===== src/rtl/mix_columns_if.sv =====
// Block-in / block-out handshake bundle for the MixColumns engine.
// The master drives blocks in and accepts results; the slave is the engine.
interface mix_columns_if;
    logic         in_valid;
    logic         in_ready;
    logic [127:0] in_state;
    logic         in_inverse;
    logic         in_bypass;
    logic         out_valid;
    logic         out_ready;
    logic [127:0] out_state;
    logic         busy;

    modport master (
        output in_valid, in_state, in_inverse, in_bypass, out_ready,
        input  in_ready, out_valid, out_state, busy
    );

    modport slave (
        input  in_valid, in_state, in_inverse, in_bypass, out_ready,
        output in_ready, out_valid, out_state, busy
    );
endinterface


===== src/rtl/mix_columns_engine.sv =====
// Multi-cycle AES MixColumns / InvMixColumns engine with a bypass for the final round.
// Transforms COLS_PER_CYCLE columns of the working register in place per BUSY cycle.
module mix_columns_engine #(
    parameter int COLS_PER_CYCLE = 1
) (
    input  logic        clk,
    input  logic        rst_n,
    mix_columns_if.slave bus
);

    localparam int         N        = 4 / COLS_PER_CYCLE;
    localparam logic [1:0] LAST_CNT = 2'(N - 1);

    if (COLS_PER_CYCLE != 1 && COLS_PER_CYCLE != 2 && COLS_PER_CYCLE != 4) begin : g_bad_cols
        $error("mix_columns_engine: COLS_PER_CYCLE must be 1, 2 or 4");
    end

    typedef enum logic [1:0] {
        IDLE = 2'd0,
        BUSY = 2'd1,
        DONE = 2'd2
    } state_e;

    state_e       state_r;
    state_e       state_nxt_s;
    logic [1:0]   col_cnt_r;
    logic [127:0] work_r;
    logic [127:0] work_nxt_s;
    logic         inv_r;
    logic         byp_r;

    function automatic logic [7:0] xtime(input logic [7:0] x);
        return {x[6:0], 1'b0} ^ (x[7] ? 8'h1b : 8'h00);
    endfunction

    // All constant multiples are built from one xtime chain per byte.
    function automatic logic [7:0] gf_mul(input logic [7:0] x, input logic [3:0] k);
        logic [7:0] x2;
        logic [7:0] x4;
        logic [7:0] x8;
        x2 = xtime(x);
        x4 = xtime(x2);
        x8 = xtime(x4);
        case (k)
            4'h1:    return x;
            4'h2:    return x2;
            4'h3:    return x2 ^ x;
            4'h9:    return x8 ^ x;
            4'hb:    return x8 ^ x2 ^ x;
            4'hd:    return x8 ^ x4 ^ x;
            4'he:    return x8 ^ x4 ^ x2;
            default: return 8'h00;
        endcase
    endfunction

    function automatic logic [7:0] gf_row(input logic [7:0] a0, input logic [7:0] a1,
                                          input logic [7:0] a2, input logic [7:0] a3,
                                          input logic inv);
        if (inv) begin
            return gf_mul(a0, 4'he) ^ gf_mul(a1, 4'hb) ^ gf_mul(a2, 4'hd) ^ gf_mul(a3, 4'h9);
        end else begin
            return gf_mul(a0, 4'h2) ^ gf_mul(a1, 4'h3) ^ gf_mul(a2, 4'h1) ^ gf_mul(a3, 4'h1);
        end
    endfunction

    // Row 0 lives in the most significant byte of the column.
    function automatic logic [31:0] mix_col(input logic [31:0] col, input logic inv);
        logic [7:0] a0;
        logic [7:0] a1;
        logic [7:0] a2;
        logic [7:0] a3;
        a0 = col[31:24];
        a1 = col[23:16];
        a2 = col[15:8];
        a3 = col[7:0];
        return {gf_row(a0, a1, a2, a3, inv), gf_row(a1, a2, a3, a0, inv),
                gf_row(a2, a3, a0, a1, inv), gf_row(a3, a0, a1, a2, inv)};
    endfunction

    // Next-state decode for the IDLE/BUSY/DONE sequencer.
    always_comb begin
        state_nxt_s = state_r;
        case (state_r)
            IDLE: begin
                if (bus.in_valid) state_nxt_s = BUSY;
                else              state_nxt_s = IDLE;
            end
            BUSY: begin
                if (col_cnt_r == LAST_CNT) state_nxt_s = DONE;
                else                       state_nxt_s = BUSY;
            end
            DONE: begin
                if (bus.out_ready) state_nxt_s = IDLE;
                else               state_nxt_s = DONE;
            end
            default: state_nxt_s = IDLE;
        endcase
    end

    // In-place column update for the group selected by col_cnt.
    always_comb begin
        work_nxt_s = work_r;
        for (int c = 0; c < 4; c++) begin
            if (((c / COLS_PER_CYCLE) == int'(col_cnt_r)) && !byp_r) begin
                work_nxt_s[127 - 32*c -: 32] = mix_col(work_r[127 - 32*c -: 32], inv_r);
            end else begin
                work_nxt_s[127 - 32*c -: 32] = work_r[127 - 32*c -: 32];
            end
        end
    end

    // State, counter, working register and latched mode bits.
    always_ff @(posedge clk or negedge rst_n) begin
        if (!rst_n) begin
            state_r   <= IDLE;
            col_cnt_r <= 2'd0;
            work_r    <= 128'd0;
            inv_r     <= 1'b0;
            byp_r     <= 1'b0;
        end else begin
            state_r <= state_nxt_s;
            case (state_r)
                IDLE: begin
                    if (bus.in_valid) begin
                        work_r    <= bus.in_state;
                        inv_r     <= bus.in_inverse;
                        byp_r     <= bus.in_bypass;
                        col_cnt_r <= 2'd0;
                    end
                end
                BUSY: begin
                    work_r    <= work_nxt_s;
                    col_cnt_r <= col_cnt_r + 2'd1;
                end
                default: begin
                    work_r <= work_r;
                end
            endcase
        end
    end

    assign bus.in_ready  = (state_r == IDLE);
    assign bus.out_valid = (state_r == DONE);
    assign bus.busy      = (state_r != IDLE);
    assign bus.out_state = work_r;

endmodule


===== src/flat_wrapper.sv =====
// flat-port wrapper written by rule: the top's interface ports become plain ports
module mix_columns_engine_flat 
#(
    parameter int COLS_PER_CYCLE = 1
)
  (clk, rst_n, bus_in_valid, bus_in_state, bus_in_inverse, bus_in_bypass, bus_out_ready, bus_in_ready, bus_out_valid, bus_out_state, bus_busy);
  mix_columns_if bus_i ();
  input  logic clk;
  input  logic rst_n;
  input wire logic [$bits(bus_i.in_valid)-1:0] bus_in_valid;
  input wire logic [$bits(bus_i.in_state)-1:0] bus_in_state;
  input wire logic [$bits(bus_i.in_inverse)-1:0] bus_in_inverse;
  input wire logic [$bits(bus_i.in_bypass)-1:0] bus_in_bypass;
  input wire logic [$bits(bus_i.out_ready)-1:0] bus_out_ready;
  output wire logic [$bits(bus_i.in_ready)-1:0] bus_in_ready;
  output wire logic [$bits(bus_i.out_valid)-1:0] bus_out_valid;
  output wire logic [$bits(bus_i.out_state)-1:0] bus_out_state;
  output wire logic [$bits(bus_i.busy)-1:0] bus_busy;
  assign bus_i.in_valid = bus_in_valid;
  assign bus_i.in_state = bus_in_state;
  assign bus_i.in_inverse = bus_in_inverse;
  assign bus_i.in_bypass = bus_in_bypass;
  assign bus_i.out_ready = bus_out_ready;
  assign bus_in_ready = bus_i.in_ready;
  assign bus_out_valid = bus_i.out_valid;
  assign bus_out_state = bus_i.out_state;
  assign bus_busy = bus_i.busy;
  mix_columns_engine #(.COLS_PER_CYCLE(COLS_PER_CYCLE)) u_core (.clk(clk), .rst_n(rst_n), .bus(bus_i));
endmodule

===== config.mk =====
export PLATFORM = sky130hd
export DESIGN_NAME = mix_columns_engine_flat
export DESIGN_NICKNAME = d
export VERILOG_FILES = /design/src/rtl/mix_columns_if.sv /design/src/rtl/mix_columns_engine.sv /design/src/flat_wrapper.sv
export SDC_FILE = /design/constraint.sdc
export NUM_CORES = 1
export LEC_CHECK = 0
export CORE_ASPECT_RATIO = 1.25
export CORE_UTILIZATION = 39
export CTS_CLUSTER_SIZE = 12
export DETAILED_ROUTE_END_ITERATION = 10
export HOLD_SLACK_MARGIN = 0.03
export PLACE_DENSITY = 0.68
export SLEW_MARGIN = 20
export SYNTH_ARGS = -nofsm -noshare
export SYNTH_HDL_FRONTEND = slang
export SYNTH_SLANG_ARGS = --single-unit

===== constraint.sdc =====
create_clock -name clk -period 2.8 [get_ports clk]
set_input_delay 0.56 -clock clk [delete_from_list [all_inputs] [get_ports clk]]
set_output_delay 0.56 -clock clk [all_outputs]
set_load 0.05 [all_outputs]

# Word-level counts from Yosys, hierarchy flattened
# Cells that the tools add are included.
# totals
ff_bits,134
in_bits,134
out_inout_bits,131
word_cells,591
# classes
n_addsub,1
eq_ne,11
mux,300
bitwise,256
reduce_logical,15
# ops
cell,count
XOR 8 bit,250
2-to-1 mux 8 bit,240
case mux 128 bit (2 select lines),1
2-to-1 mux 5 bit,48
2-to-1 mux 128 bit,1
2-to-1 mux 32 bit,4
XOR 8 x 5 -> 8 bit,6
AND reduction 3 bit,4
"!= test 2 x 1 -> 1 bit, second input constant",4
2-to-1 mux 2 bit,3
case mux 2 bit (3 select lines),1
"equality test 2 bit, first input constant",2
"equality test 2 bit, second input constant",2
logical AND 1 bit,4
zero test 2 bit,2
case mux 2 bit (2 select lines),1
AND reduction 2 bit,2
nonzero test 2 bit,2
"adder 2 x 1 -> 2 bit, second input constant",1
"equality test 1 x 2 -> 1 bit, first input constant",1
"equality test 2 x 1 -> 1 bit, second input constant",1
"!= test 2 bit, second input constant",1
zero test 1 bit,1
2-to-1 mux 1 bit,1

# Logic depth before layout (Yosys ltp)
# Gate-level depths: netlist of run 1.
# depth
ltp_word,16
mapped_depth,10
depth_no_buf,8

# Worst setup path after synthesis of run 1
# Ideal clock, no wire load.
# synth_timing
path_type,register to register
start,"register u_core.work_r[108], in the netlist u_core.bus.out_state[108]"
end,"register u_core.work_r[103], in the netlist u_core.bus.out_state[103]"
setup_ps,69
t_arrival_ps,2642
required_ps,2731
setup_slack_ps,89
stages_incl_launch_ff,8
n_path_buf,1
synth_period_minus_slack_ps,2711
cell_sequence,dfrtp_1 buf_4 xnor3_2 xnor3_2 xnor2_1 mux2_2 or4_1 nand3_1
# synth_via
elab_chain_len,10
# synth_rtl
element,line,rtl
from (decl),mix_columns_engine.sv:27,logic [127:0] work_r;
from (signal assigned),mix_columns_engine.sv:125,work_r <= bus.in_state;
from (signal assigned),mix_columns_engine.sv:132,work_r <= work_nxt_s;
from (signal assigned),mix_columns_engine.sv:136,work_r <= work_r;
XOR 8 bit (3 in series),mix_columns_engine.sv:33,"return {x[6:0], 1'b0} ^ (x[7] ? 8'h1b : 8'h00);"
XOR 8 bit,mix_columns_engine.sv:48,4'h9: return x8 ^ x;
2-to-1 mux 8 bit,mix_columns_engine.sv:59,if (inv) begin
2-to-1 mux 8 bit,mix_columns_engine.sv:104,if (((c / COLS_PER_CYCLE) == int'(col_cnt_r)) && !byp_r) begin
XOR 8 bit,mix_columns_engine.sv:60,"return gf_mul(a0, 4'he) ^ gf_mul(a1, 4'hb) ^ gf_mul(a2, 4'hd) ^ gf_mul(a3, 4'h9);"
2-to-1 mux 8 bit,mix_columns_engine.sv:59,
2-to-1 mux 32 bit,mix_columns_engine.sv:104,
case mux 128 bit (2 select lines),mix_columns_engine.sv:122,case (state_r)
# No other way between the ends. The select of a mux whose other input is x is not followed.
# A chain may end at the register's enable or synchronous reset.

# Final worst setup path of run 1
# layout_timing
start,"register u_core.work_r[117], in the netlist u_core.bus.out_state[117]"
end,output bus_out_state[117]
# layout_lines
element,line,rtl
to (decl),flat_wrapper.sv:17,output wire logic [$bits(bus_i.out_state)-1:0] bus_out_state;
# No word-level cell between the ends.

==> summary.md, run 1 <==
| Metric | Value |
|---|---|
| Startpoint types | `flop` |
| GR peak layer | `met2` |
| Fin crit share | `97.8%` |
| Met1 Usage GRT | `33.0%` |
| Post-route cell area | `0.0218 mm²` |
| Slew HR | `48.2%` |
| Syn_area_per_cell | `9.32 µm²` |
| Tightest Pin Transition | `0.772 ns` |
| CTS Buf Count | `17` |
| TritonCTS sink count | `134` |
| Count leader, synth | `xnor2_1` |
| Via density | `~5.4` |
| Slowest Stage Delay on Critical Path | `0.94 ns` |
| Setup violators final | `0` |
| CTS max path bufs | `2` |
| CP max-delay cell | `clkdlybuf4s50_1` |
| Vias | `14600` |
| Max-slew violation count | `0` |
| First-iteration detailed-routing DRC count | `~1000` |
| Flops & latches, synth | `134` |
| Async set-reset flop share out of synthesis | `100%` |
| Unrepaired setup endpoints after global routing | `false` |
| Worst Setup SP | `u_core.bus.out_state[117]` |
| Fillers | `approximately 4100` |
| Outcome | `completed` |
| Critical Path End Type | `primary output` |
| Main synth FF type | `dfrtp_1` |
| Port Buffers | `264` |
| Synth top area share | `28.5%` |
| Sequential cell area fraction in the yosys report | `19.1%` |
| Routability congestion estimate from global placement | `around 0.94` |
| Core ar. | `about 0.044 mm²` |
| Fraction of layout instances using a drive strength above 1 | `just over 10%` |
| Hold Violations, Final | `0` |
| Met3 Usage GRT | `3.01%` |
| Routing usage on met2 | `44.7%` |
| Final Util | `49.4%` |
| Clk_lat worst skew | `between 0.4 and 0.5 ns` |
| Worst-path cell chain | `clkdlybuf4s50_1` |
| I/O Pins | `265` |
| Largest net degree at the start of global routing | `68` |
| Cell variety after synth | `58` |
| Routed WL per cell | `21.8 µm` |
| Worst r2r src | `u_core.bus.out_state[79]` |
| Final TNS setup | `0 ns` |
| H-tree level count | `4` |
| Initial antenna violation count | `3` |
| Worst Path Required | `approximately 2.2 ns` |
| Pre-antenna DRT Iters | `5` |
| Die Width | `192 µm` |
| CP max FO | `9` |
| First-pass GRT wire length | `a little over 90000 µm` |
| Cells after Synth | `about 1900` |
| Post-synthesis instance area | `around 0.018 mm²` |
| Clk slew on worst S/H paths | `0.06 ns` |
| Post-place instance area | `~0.021 mm²` |
| Total grt overflow | `0` |
| Post-layout min period | `2.74 ns` |
| CP top delay family | `buffers and inverters` |
| Top post-synthesis cells by count | `xnor2_1 (570), xor2_1 (197), dfrtp_1 (134), clkbuf_1 (119), o21ai_0 (100)` |
| EDFF count, synth | `0` |
| Area leader, netlist | `xnor2_1` |
| Total Die Area | `0.0458 mm²` |
| Vias in the first global route | `15200` |
| Initial Util | `approximately two fifths` |
| YS warnings | `0` |
| Row count | `86` |
| Post-CTS Hold Fix Bufs | `0` |
| Post-DRT Antenna Nets | `0` |
| WS Path Type | `flop to primary output` |
| Routed WL | `~60000 µm` |
| Max-cap violation count | `0` |
| Highest Clock Rate | `365 MHz` |
| DP Wirelength | `45600 µm` |
| Clock root cell | `clkbuf_16` |
| Worst path arrival time | `between 2 and 2.5 ns` |
| Top post-synthesis cells by area | `xnor2_1 (29%), dfrtp_1 (19%), xnor3_1 (12%), xor2_1 (9.9%), o21ai_0 (2.9%)` |
| R2R setup slack | `0.20 ns` |
| # DRC | `0` |
| Clk_skew | `0.00946 ns` |
| Setup bufs post-CTS | `0` |
| Hold Crit Class | `input pin to asynchronous set/reset pin` |
| Total GRT Usage | `about a quarter` |
| Die Height | `239 µm` |
| Syn_nets | `2017` |
| CTS tree | `yes` |
| Crit path buffers/inverters | `1` |
| Area Overhead vs Synth | `24.6%` |
| Nets | `about 2300` |
[logic make-up after synthesis]
logic type,share of synthesized area (%)
AND/OR/NAND/NOR,8.84
flip-flops,19.1
adder cells (fa/ha/maj),0.286
XOR/XNOR,55.0
AO/OA/AOI/OAI,9.83
multiplexers,2.02
buffers and inverters,4.91
[final timing paths]
kind / endpoint / cells after the start
hold reg to reg: u_core.col_cnt_r[0] / 1
max in group asynchronous: u_core.bus.out_state[79] / 2
setup reg to reg: u_core.bus.out_state[70] / 6
setup / recovery: bus_out_state[117] / 1
hold / removal: u_core.bus.out_state[49] / 1
min in group clk: u_core.col_cnt_r[0] / 1
[registers in the layout, summed over array words and instances, names as in the netlist]
name,cells
u_core.bus.out_state,128
u_core.col_cnt_r,2
u_core.state_r,2
u_core.byp_r,1
u_core.inv_r,1
[through the flow]
step	setup WS [ns]	std cells	hold slack, ns
detailed placement	0.0386	2682	0.575
floorplan	0.0891	1879	0.264
global route	0.0250	2713	0.120
finish	0.0618	2714	0.0717
global placement	0.0980	2682	0.531
CTS	0.0161	2712	0.104
[what timing repair did]
action | in CTS | in global routing
resized for setup | 1 | 1
pin swaps | 0 | 0
endpoints found under the setup margin | 1 | 2
[placed cells by master (no fill, tap or decap), types with 12 or more instances in the layout]
cell,synthesis,routed
o21ai_0,100,100
xor2_1,197,197
o22ai_1,12,12
nand2_1,99,99
xnor3_1,93,93
a221oi_1,21,21
clkdlybuf4s50_1,0,260
buf_4,8,157
xor3_1,21,21
or3_1,12,12
mux2i_1,32,32
nor3_1,27,27
clkbuf_16,0,17
and3_1,41,41
a211oi_1,18,18
xnor2_1,570,570
nand3_1,31,31
a21oi_1,83,79
dfrtp_1,134,131
nand4_1,13,13
nor2_1,78,77
[metal layers]
metal	part of all wire [%]	up-vias	wire length (µm)
li1	-	6740	-
met1	42	7211	24800
met2	49	511	29100
met3	4.7	123	2770
met4	4.0	2	2370
met5	0.022	-	13
[cell type report]
type,count,area [µm²],share of cell area [%]
clock inverters,6,30.0,0.138
repair buffers,423,3890,17.8
inverters,6,22.5,0.103
well taps,572,716,3.28
diodes,2,5.00,0.0229
clock buffers,24,462,2.12
flip-flops and latches,134,3360,15.4
multi-input cells,1547,13300,61.1
Power of run 1 is left out: the tool's default activity adds up to more than one toggle a clock period on the data nets, which glitch-free logic cannot reach.
==> inputs of run 2 (changes only) <==
--- a/config.mk
+++ b/config.mk
@@ -6,11 +6,11 @@
 export NUM_CORES = 1
 export LEC_CHECK = 0
 export CORE_ASPECT_RATIO = 1.25
-export CORE_UTILIZATION = 39
+export CORE_UTILIZATION = 55
 export CTS_CLUSTER_SIZE = 12
 export DETAILED_ROUTE_END_ITERATION = 10
 export HOLD_SLACK_MARGIN = 0.03
-export PLACE_DENSITY = 0.68
+export PLACE_DENSITY = 0.88
 export SLEW_MARGIN = 20
 export SYNTH_ARGS = -nofsm -noshare
 export SYNTH_HDL_FRONTEND = slang
==> summary.md, run 2 (synthesized netlist as in run 1, its figures left out) <==
| Metric | Value |
|---|---|
| First-pass GRT wire length | `89000 µm` |
| Core ar. | `0.0312 mm²` |
| Startpoint types | `flop` |
| Vias in the first global route | `15700` |
| H-tree level count | `4` |
| First-iteration detailed-routing DRC count | `approximately 1300` |
| Critical Path End Type | `primary output` |
| Hold Crit Class | `input pin to asynchronous set/reset pin` |
| Outcome | `completed` |
| Inserted Diodes | `0` |
| Clk_lat worst skew | `0.46 ns` |
| # DRC | `0` |
| Worst Setup SP | `u_core.bus.out_state[7]` |
| I/O Pins | `265` |
| CTS Buf Count | `17` |
| Port Buffers | `264` |
| Total GRT Usage | `between 30% and 40%` |
| Worst Path Required | `2.24 ns` |
| Row count | `72` |
| WS Path Type | `flop to primary output` |
| Most frequent cells in the layout | `xnor2_1 (570), clkdlybuf4s50_1 (261), xor2_1 (197), dfrtp_1 (133), buf_4 (124)` |
| Die Height | `202 µm` |
| Post-DRT Antenna Nets | `0` |
| CP max-delay cell | `clkdlybuf4s50_1` |
| CTS max path bufs | `2` |
| DP Wirelength | `40900 µm` |
| DP Worst Slack | `0.126 ns` |
| CTS tree | `yes` |
| Via density | `around 6` |
| Vias | `15000` |
| Largest net degree at the start of global routing | `122` |
| Slew HR | `49.2%` |
| Routed WL per cell | `between 20 and 25 µm` |
| Fraction of layout instances using a drive strength above 1 | `9.23%` |
| Fin crit share | `98.6%` |
| Pre-antenna DRT Iters | `5` |
| Setup violators final | `0` |
| Worst-path cell chain | `buf_4 > clkdlybuf4s50_1` |
| Die Width | `162 µm` |
| Highest Clock Rate | `362 MHz` |
| Post-CTS Hold Fix Bufs | `0` |
| Max-cap violation count | `0` |
| Setup bufs post-CTS | `0` |
| Worst path arrival time | `2.20 ns` |
| Total Die Area | `0.0326 mm²` |
| Clk slew on worst S/H paths | `0.07 ns` |
| TritonCTS sink count | `roughly 130` |
| Hold Violations, Final | `0` |
| Max reg flops | `128` |
| Nets | `2237` |
| Initial antenna violation count | `0` |
| Initial Util | `56.2%` |
| Fin cells | `approximately 2500` |
| Slowest Stage Delay on Critical Path | `0.82 ns` |
| Setup ws final | `0.0391 ns` |
| Worst r2r src | `u_core.bus.out_state[79]` |
| Commonest non-fill, non-tap cell in the layout | `xnor2_1` |
| Routability congestion estimate from global placement | `1.00` |
| Area Overhead vs Synth | `22.7%` |
| CP max FO | `8` |
| Final TNS setup | `0 ns` |
| Max-slew violation count | `0` |
| Final Util | `69.0%` |
| Clk_skew | `about 0.011 ns` |
| Unrepaired setup endpoints after global routing | `false` |
| Tightest Pin Transition | `between 0.7 and 0.8 ns` |
| Routed WL | `~56000 µm` |
| Post-layout min period | `2.76 ns` |
| Total grt overflow | `0` |
| Clock root cell | `clkbuf_16` |
| Placed Instances | `2487` |
[run 2: changes by cell type in the layout (fill, tap and decap cells not counted), moves of 3 or more]
cell        change
clkinvlp_4      +6
clkinv_2        -3
clkbuf_1        -5
buf_4          -33
[run 2: layout make-up]
| type | instances | area, µm² |
|---|---|---|
| clock buffers | 20 | 457 |
| clock inverters | 12 | 129 |
| fillers | 2360 | 9680 |
| inverters | 6 | 22.5 |
| multi-input cells | 1547 | 13300 |
| flip-flops and latches | 134 | 3360 |
| well taps | 407 | 509 |
| repair buffers | 393 | 3690 |
[run 2: what timing repair did]
action                                  4_1_cts  5_1_grt
hold endpoints to repair                      0        0
endpoints found under the setup margin        0        1
resized for setup                             0        1
[run 2: path summary, 6_finish.rpt]
check | slack, ns | cells after the start | to
setup / recovery | 0.04 | 2 | bus_out_state[7]
hold / removal | 0.09 | 1 | u_core.bus.out_state[49]
setup reg to reg | 0.08 | 6 | u_core.bus.out_state[69]
hold reg to reg | 0.55 | 1 | u_core.col_cnt_r[0]
max in group asynchronous | 1.90 | 2 | u_core.bus.out_state[18]
min in group clk | 0.55 | 1 | u_core.col_cnt_r[0]
[run 2: metrics by stage]
| stage | instance area [µm²] | hold WS [ns] |
|---|---|---|
| 2_1_floorplan | 17500 | 0.264 |
| 3_3_place_gp | 20900 | 0.536 |
| 3_5_place_dp | 20900 | 0.554 |
| 4_1_cts | 21500 | 0.101 |
| 5_1_grt | 21500 | 0.131 |
| 6_report | 21500 | 0.0875 |
[run 2: routing by layer]
| layer | wire length [µm] | GRT usage [%] | up-vias |
|---|---|---|---|
| met2 | 27000 | 58.5 | 895 |
| met5 | 0 | 0 | - |
| met3 | 4800 | 5.05 | 217 |
| met4 | 2980 | 20.1 | 0 |
| met1 | 21400 | 44.2 | 7254 |
| li1 | - | - | 6677 |
[run 2: critical path: cells and delay by family, from the launching register on]
kind	cells	cell delay, ns
DFF	1	0.64
buffers and inverters	2	1.10
Power of run 2 is left out for the same reason.
